--- src/rtl/lsu_pkg.sv ---
`default_nettype none
// ============================================================================
// Module      : lsu_pkg
// Description : Shared encodings for the byte-serial load/store sequencer.
// Revision    : 1.0 - initial release
// ============================================================================
package lsu_pkg;

    localparam logic [1:0] SZ_BYTE  = 2'b00;
    localparam logic [1:0] SZ_HALF  = 2'b01;
    localparam logic [1:0] SZ_WORD  = 2'b10;
    localparam logic [1:0] SZ_RSVD  = 2'b11;

    localparam logic [1:0] SEL_BYTE = 2'b10;

    typedef enum logic [2:0] {
        ST_IDLE      = 3'd0,
        ST_WRITE     = 3'd1,
        ST_READ      = 3'd2,
        ST_READ_TAIL = 3'd3,
        ST_DONE      = 3'd4
    } lsu_state_t;

    // Byte count of an access; zero for the reserved size code.
    function automatic logic [2:0] size_bytes(input logic [1:0] size);
        case (size)
            SZ_BYTE: return 3'd1;
            SZ_HALF: return 3'd2;
            SZ_WORD: return 3'd4;
            default: return 3'd0;
        endcase
    endfunction

endpackage
`default_nettype wire

--- src/rtl/lsu_ext.sv ---
`default_nettype none
// ============================================================================
// Module      : lsu_ext
// Description : Sign/zero extender for right-aligned byte, half and word loads.
// Revision    : 1.0 - initial release
// ============================================================================
module lsu_ext
    import lsu_pkg::*;
(
    input  logic [31:0] i_asm,
    input  logic [1:0]  i_size,
    input  logic        i_signed,
    output logic [31:0] o_data
);

    always_comb begin
        o_data = '0;
        case (i_size)
            SZ_BYTE: o_data = {{24{i_signed & i_asm[7]}}, i_asm[7:0]};
            SZ_HALF: o_data = {{16{i_signed & i_asm[15]}}, i_asm[15:0]};
            SZ_WORD: o_data = i_asm;
            default: o_data = '0;
        endcase
    end

endmodule
`default_nettype wire

--- src/rtl/lsu_byte_seq.sv ---
`default_nettype none
// ============================================================================
// Module      : lsu_byte_seq
// Description : Splits CPU byte/half/word loads and stores into big-endian
//               single-byte accesses on the byte-wide data RAM port.
// Revision    : 1.0 - initial release
// ============================================================================
module lsu_byte_seq
    import lsu_pkg::*;
#(
    parameter int ADDR_W = 10,
    parameter int DATA_W = 32
) (
    input  logic              CLK,
    input  logic              RST_N,
    input  logic              REQ,
    input  logic              WE,
    input  logic [ADDR_W-1:0] ADDR,
    input  logic [1:0]        SIZE,
    input  logic              SIGNED,
    input  logic [DATA_W-1:0] WDATA,
    output logic              BUSY,
    output logic              DONE,
    output logic [DATA_W-1:0] RDATA,
    output logic [ADDR_W-1:0] MEM_ADDR,
    output logic [1:0]        MEM_SEL,
    output logic              MEM_MW,
    output logic [7:0]        MEM_WDATA,
    input  logic [7:0]        MEM_RBYTE
);

    lsu_state_t        r_state,     w_state_nxt;
    logic              r_busy,      w_busy_nxt;
    logic              r_done,      w_done_nxt;
    logic [DATA_W-1:0] r_rdata,     w_rdata_nxt;
    logic              r_mem_mw,    w_mem_mw_nxt;
    logic [ADDR_W-1:0] r_mem_addr,  w_mem_addr_nxt;
    logic [7:0]        r_mem_wdata, w_mem_wdata_nxt;
    logic [31:0]       r_wsh,       w_wsh_nxt;
    logic [31:0]       r_asm,       w_asm_nxt;
    logic [1:0]        r_idx,       w_idx_nxt;
    logic [2:0]        r_n,         w_n_nxt;
    logic              r_first,     w_first_nxt;
    logic              r_we,        w_we_nxt;
    logic [1:0]        r_size,      w_size_nxt;
    logic              r_signed,    w_signed_nxt;

    logic              w_accept;
    logic              w_last;
    logic [31:0]       w_wdata_msb;
    logic [31:0]       w_asm_fin;
    logic [31:0]       w_ext;

    assign w_accept  = REQ && ((r_state == ST_IDLE) || (r_state == ST_DONE));
    assign w_last    = (({1'b0, r_idx} + 3'd1) == r_n);
    assign w_asm_fin = {r_asm[23:0], MEM_RBYTE};

    // Left-justify the store data so byte 0 always leaves from bits [31:24].
    always_comb begin
        w_wdata_msb = WDATA;
        case (SIZE)
            SZ_BYTE: w_wdata_msb = {WDATA[7:0], 24'h0};
            SZ_HALF: w_wdata_msb = {WDATA[15:0], 16'h0};
            default: w_wdata_msb = WDATA;
        endcase
    end

    lsu_ext u_ext (
        .i_asm    (w_asm_fin),
        .i_size   (r_size),
        .i_signed (r_signed),
        .o_data   (w_ext)
    );

    always_comb begin
        w_state_nxt     = r_state;
        w_busy_nxt      = r_busy;
        w_done_nxt      = 1'b0;
        w_rdata_nxt     = r_rdata;
        w_mem_mw_nxt    = r_mem_mw;
        w_mem_addr_nxt  = r_mem_addr;
        w_mem_wdata_nxt = r_mem_wdata;
        w_wsh_nxt       = r_wsh;
        w_asm_nxt       = r_asm;
        w_idx_nxt       = r_idx;
        w_n_nxt         = r_n;
        w_first_nxt     = r_first;
        w_we_nxt        = r_we;
        w_size_nxt      = r_size;
        w_signed_nxt    = r_signed;

        case (r_state)
            ST_WRITE: begin
                if (w_last) begin
                    w_mem_mw_nxt = 1'b0;
                    w_state_nxt  = ST_DONE;
                    w_done_nxt   = 1'b1;
                    w_busy_nxt   = 1'b0;
                end else begin
                    w_idx_nxt       = r_idx + 2'd1;
                    w_mem_addr_nxt  = r_mem_addr + ADDR_W'(1);
                    w_mem_wdata_nxt = r_wsh[23:16];
                    w_wsh_nxt       = {r_wsh[23:0], 8'h0};
                end
            end
            ST_READ: begin
                // The RAM output is one edge behind the address, so the first edge has nothing to capture.
                if (!r_first) begin
                    w_asm_nxt = w_asm_fin;
                end
                w_first_nxt = 1'b0;
                if (w_last) begin
                    w_state_nxt = ST_READ_TAIL;
                end else begin
                    w_idx_nxt      = r_idx + 2'd1;
                    w_mem_addr_nxt = r_mem_addr + ADDR_W'(1);
                end
            end
            ST_READ_TAIL: begin
                w_state_nxt = ST_DONE;
                w_done_nxt  = 1'b1;
                w_busy_nxt  = 1'b0;
                if (!r_we) begin
                    w_rdata_nxt = w_ext;
                end
            end
            default: begin
                w_state_nxt  = ST_IDLE;
                w_busy_nxt   = 1'b0;
                w_mem_mw_nxt = 1'b0;
                if (w_accept) begin
                    w_we_nxt     = WE;
                    w_size_nxt   = SIZE;
                    w_signed_nxt = SIGNED;
                    w_n_nxt      = size_bytes(SIZE);
                    w_idx_nxt    = 2'd0;
                    w_first_nxt  = 1'b1;
                    w_asm_nxt    = '0;
                    w_busy_nxt   = 1'b1;
                    if (SIZE == SZ_RSVD) begin
                        w_state_nxt = ST_READ_TAIL;
                    end else if (WE) begin
                        w_state_nxt     = ST_WRITE;
                        w_mem_mw_nxt    = 1'b1;
                        w_mem_addr_nxt  = ADDR;
                        w_mem_wdata_nxt = w_wdata_msb[31:24];
                        w_wsh_nxt       = w_wdata_msb;
                    end else begin
                        w_state_nxt    = ST_READ;
                        w_mem_addr_nxt = ADDR;
                    end
                end
            end
        endcase
    end

    always_ff @(posedge CLK or negedge RST_N) begin
        if (!RST_N) begin
            r_state     <= ST_IDLE;
            r_busy      <= 1'b0;
            r_done      <= 1'b0;
            r_rdata     <= '0;
            r_mem_mw    <= 1'b0;
            r_mem_addr  <= '0;
            r_mem_wdata <= '0;
            r_wsh       <= '0;
            r_asm       <= '0;
            r_idx       <= '0;
            r_n         <= '0;
            r_first     <= 1'b0;
            r_we        <= 1'b0;
            r_size      <= '0;
            r_signed    <= 1'b0;
        end else begin
            r_state     <= w_state_nxt;
            r_busy      <= w_busy_nxt;
            r_done      <= w_done_nxt;
            r_rdata     <= w_rdata_nxt;
            r_mem_mw    <= w_mem_mw_nxt;
            r_mem_addr  <= w_mem_addr_nxt;
            r_mem_wdata <= w_mem_wdata_nxt;
            r_wsh       <= w_wsh_nxt;
            r_asm       <= w_asm_nxt;
            r_idx       <= w_idx_nxt;
            r_n         <= w_n_nxt;
            r_first     <= w_first_nxt;
            r_we        <= w_we_nxt;
            r_size      <= w_size_nxt;
            r_signed    <= w_signed_nxt;
        end
    end

    assign BUSY      = r_busy;
    assign DONE      = r_done;
    assign RDATA     = r_rdata;
    assign MEM_ADDR  = r_mem_addr;
    assign MEM_SEL   = SEL_BYTE;
    assign MEM_MW    = r_mem_mw;
    assign MEM_WDATA = r_mem_wdata;

endmodule
`default_nettype wire

--- config.mk ---
export PLATFORM = sky130hd
export DESIGN_NAME = lsu_byte_seq
export DESIGN_NICKNAME = d
export VERILOG_FILES = /design/src/rtl/lsu_pkg.sv /design/src/rtl/lsu_ext.sv /design/src/rtl/lsu_byte_seq.sv
export SDC_FILE = /design/constraint.sdc
export NUM_CORES = 1
export LEC_CHECK = 0
export BUFFER_PORTS_ARGS = -buffer_cell sky130_fd_sc_hd__buf_2
export CAP_MARGIN = 20
export CELL_PAD_IN_SITES_DETAIL_PLACEMENT = 0
export CELL_PAD_IN_SITES_GLOBAL_PLACEMENT = 1
export CORE_UTILIZATION = 37
export CTS_BUF_LIST = sky130_fd_sc_hd__clkbuf_8
export DETAILED_ROUTE_END_ITERATION = 6
export PLACE_DENSITY_LB_ADDON = 0.08
export SKIP_LAST_GASP = 1
export SYNTH_ARGS = -nofsm -noshare
export SYNTH_HDL_FRONTEND = slang
export SYNTH_SLANG_ARGS = --single-unit
--- constraint.sdc ---
create_clock -name CLK -period 2.5 [get_ports CLK]
set_clock_uncertainty 0.1 [all_clocks]
set_input_delay 0.75 -clock CLK [delete_from_list [all_inputs] [get_ports CLK]]
set_output_delay 0.75 -clock CLK [all_outputs]
set_load 0.02 [all_outputs]
==> results.toml <==
[clock_tree]
cts_root_buf = "clkbuf_8"
htree_levels = 4
cts_tree = "built"
cts_made_buffers = 17
clkSinkCount = 114
clk_latency_ps = 430
clk_path_buf_depth = 2
path_clk_slew_ps = 70

[setup_path]
path_buf_inv = 0
worstPathRequired_ps = 2710
timing.rr.end = "r_wsh[21]"
worstPathMaxFanout = 16
cp_top_family = "compound AO/OA/AOI/OAI gates"
crit_arrival_ps = 2550
endpoint_kind = "register"
cp.depth = 5
endpoint = "r_wsh[21]"
slowest_delay_ps = 520
critPathLaunch = "r_idx[0]"
slowest_stage = "o21ai_4"
crit_chain = "ha_1 -> xnor2_1 -> and3_1 -> o21ai_4 -> mux2_2"
r2r_start = "r_idx[0]"
critPathLaunchType = "register"
rr_worst_depth = 5
rrSetupSlack_ps = 170
critPathKind = "register to register"

[sta]
period_needed_ps = 2330
hold_viol = 0
setup_viol = 0
slew_viol_final = 0
worstMarginPinSlew_ps = 808
rsz0062_at_grt = "no"
fmax_ghz = 0.428
fin_crit_sh = 0.934
relSlewSlack = 0.462

[route]
wl_met3_um = 703
ant_nets = 0
drt-pass1-iter-count = 5
drc = 0
wl_per_cell_um = 16.6
wl_met1_mm = 6.43
drt_iter0_drc = 254
vias = 4464
routed_via_density = 5.31
met2WireLength_mm = 6.67
top_layer = "met4"
wl_mm = 14.0

[floorplan]
dieArea_um2 = 15400
die_h_um = 124
die_x_um = 124
std_cell_rows = 44
start_util = 0.379
core_area_um2 = 14500
io_pins = 112

[logic_synthesis]
syn_area_um2 = 5510
synth_cell_types = 56
synth.largest_area_cell = "dfrtp_1"
yosys-top-cells-count = "dfrtp_1 (114), nand2_1 (79), o21ai_0 (54)"
synth.most_common_cell = "dfrtp_1"
yosys_warnings = 0
synth_nets = 586
avgSynthCellArea_um2 = 10.4
synth_area_leaders = "dfrtp_1 (52%), nand2_1 (5.4%), a22o_1 (5.1%)"
synth_edf_count = 0
ys_seq_area_frac = 0.518
synth_top_area_share = 0.518
async_reset_ff_frac = 1.00
postSynthCellCount = 527
ys.flop_type = "dfrtp_1"
yosys_register_bits = 114

[power_and_ir_drop]
p_total_mw = 9.16
ir_worst_vdd_mv = 0.454
powerDensity_nw_per_um2 = 1360
p_leak_nw = 3.34

[global_route]
antenna_found_initial = 1
overflow = 0
globalRouteTotalUtil = 0.194
grt_max_degree = 52
grt_first_pass_wirelength_mm = 22.5
first_global_vias = 4370

[cells_and_area]
multi_input_area_um2 = 2400
area_growth_pct = 22.8
drive_above_1_share = 0.320
fin_nets = 702
fin_area_um2 = 6760
fillers = 1435
register_area_um2 = 2850

[placement]
dp_hpwl_mm = 9.31
placed_area_um2 = 6290
gp_congestion = 0.787
numPortBuffers = 109

[job]
timing.max_cap.violations = 0

[run_status]
status = "complete, no violations"

[min_path]
hold_path_class = "primary input to asynchronous set/reset pin"
[flip-flops by register name (all words and copies together), names as in the netlist]
register,count
r_asm,24
r_idx,2
r_first,1
DONE,1
r_wsh,24
BUSY,1
r_signed,1
RDATA,32
r_we,1
r_state,3
r_size,2
MEM_ADDR,10
r_n,3
MEM_MW,1
MEM_WDATA,8
[through the flow]
stage	TNS, ps	util	worst slack, ps	instances	hold WS [ps]
after floorplan	0	-	325	527	338
after global placement	-1130	0.433	-71.8	806	356
after detailed placement	-2560	0.433	-138	806	366
after CTS	0	0.464	134	839	139
after global routing	0	0.465	84.2	840	156
final	0	0.465	165	841	160
[final cells by class]
cell class	instances	area share
Antenna cell	1	0.000370
Clock buffer	19	0.0387
Clock inverter	13	0.0272
Inverter	16	0.00888
Multi-Input combinational cell	359	0.355
Sequential cell	114	0.422
Tap cell	184	0.0340
Timing Repair Buffer	135	0.114
[per-layer routing]
metal / vias to the layer above / global-route usage
met1: 2188 / 0.255
met4: 0 / 0.0707
met5: - / 0
li1: 2136 / -
met2: 127 / 0.309
met3: 13 / 0.0504
[power by group]
group | switching [mW] | total [mW] | leakage (nW) | internal (mW)
registers | 0.500 | 3.08 | 1.48 | 2.58
clock network | 0.778 | 1.92 | 0.223 | 1.14
logic | 2.43 | 4.16 | 1.64 | 1.73
[repair_timing]
item,4_1_cts,5_1_grt
gates resized for setup,1,0
buffers inserted,0,0
hold buffers,0,0
setup endpoints to repair,24,0
[worst reg2reg max path: stages (launching register included)]
cell	delay, ps
dfrtp_1	390
ha_1	330
xnor2_1	160
and3_1	300
o21ai_4	530
mux2_2	420
[worst min-delay path by stage]
stage | startpoint | end | slack, ps | depth (start not counted)
after floorplan | r_we | r_we | 340 | 2
after global placement | r_we | r_we | 360 | 2
after detailed placement | RDATA[7] | RDATA[7] | 370 | 2
after CTS | RST_N | MEM_ADDR[1] | 140 | 1
after global routing | RST_N | MEM_ADDR[1] | 160 | 1
final | RST_N | MEM_ADDR[1] | 160 | 1
[cell families after synthesis]
family	synth area share
AOI/OAI and AO/OA	0.197
and+or+nand+nor	0.124
DFF	0.518
buffers and inverters	0.0491
muxes	0.0966
xor gates and xnor gates	0.00932
adders and majority gates	0.00454
other	0.00136
[layout by cell type (no fill, tap or decap), types with 13 or more instances in the layout]
master      n
o21ai_0    54
dfrtp_1   114
nor2_1     26
a21oi_1    27
mux2i_1    13
mux2_2     21
nand2_1    79
buf_4      24
a22o_1     32
buf_2     108
clkbuf_8   19
inv_1      17
No activity file was read; power rests on OpenSTA's default activity.
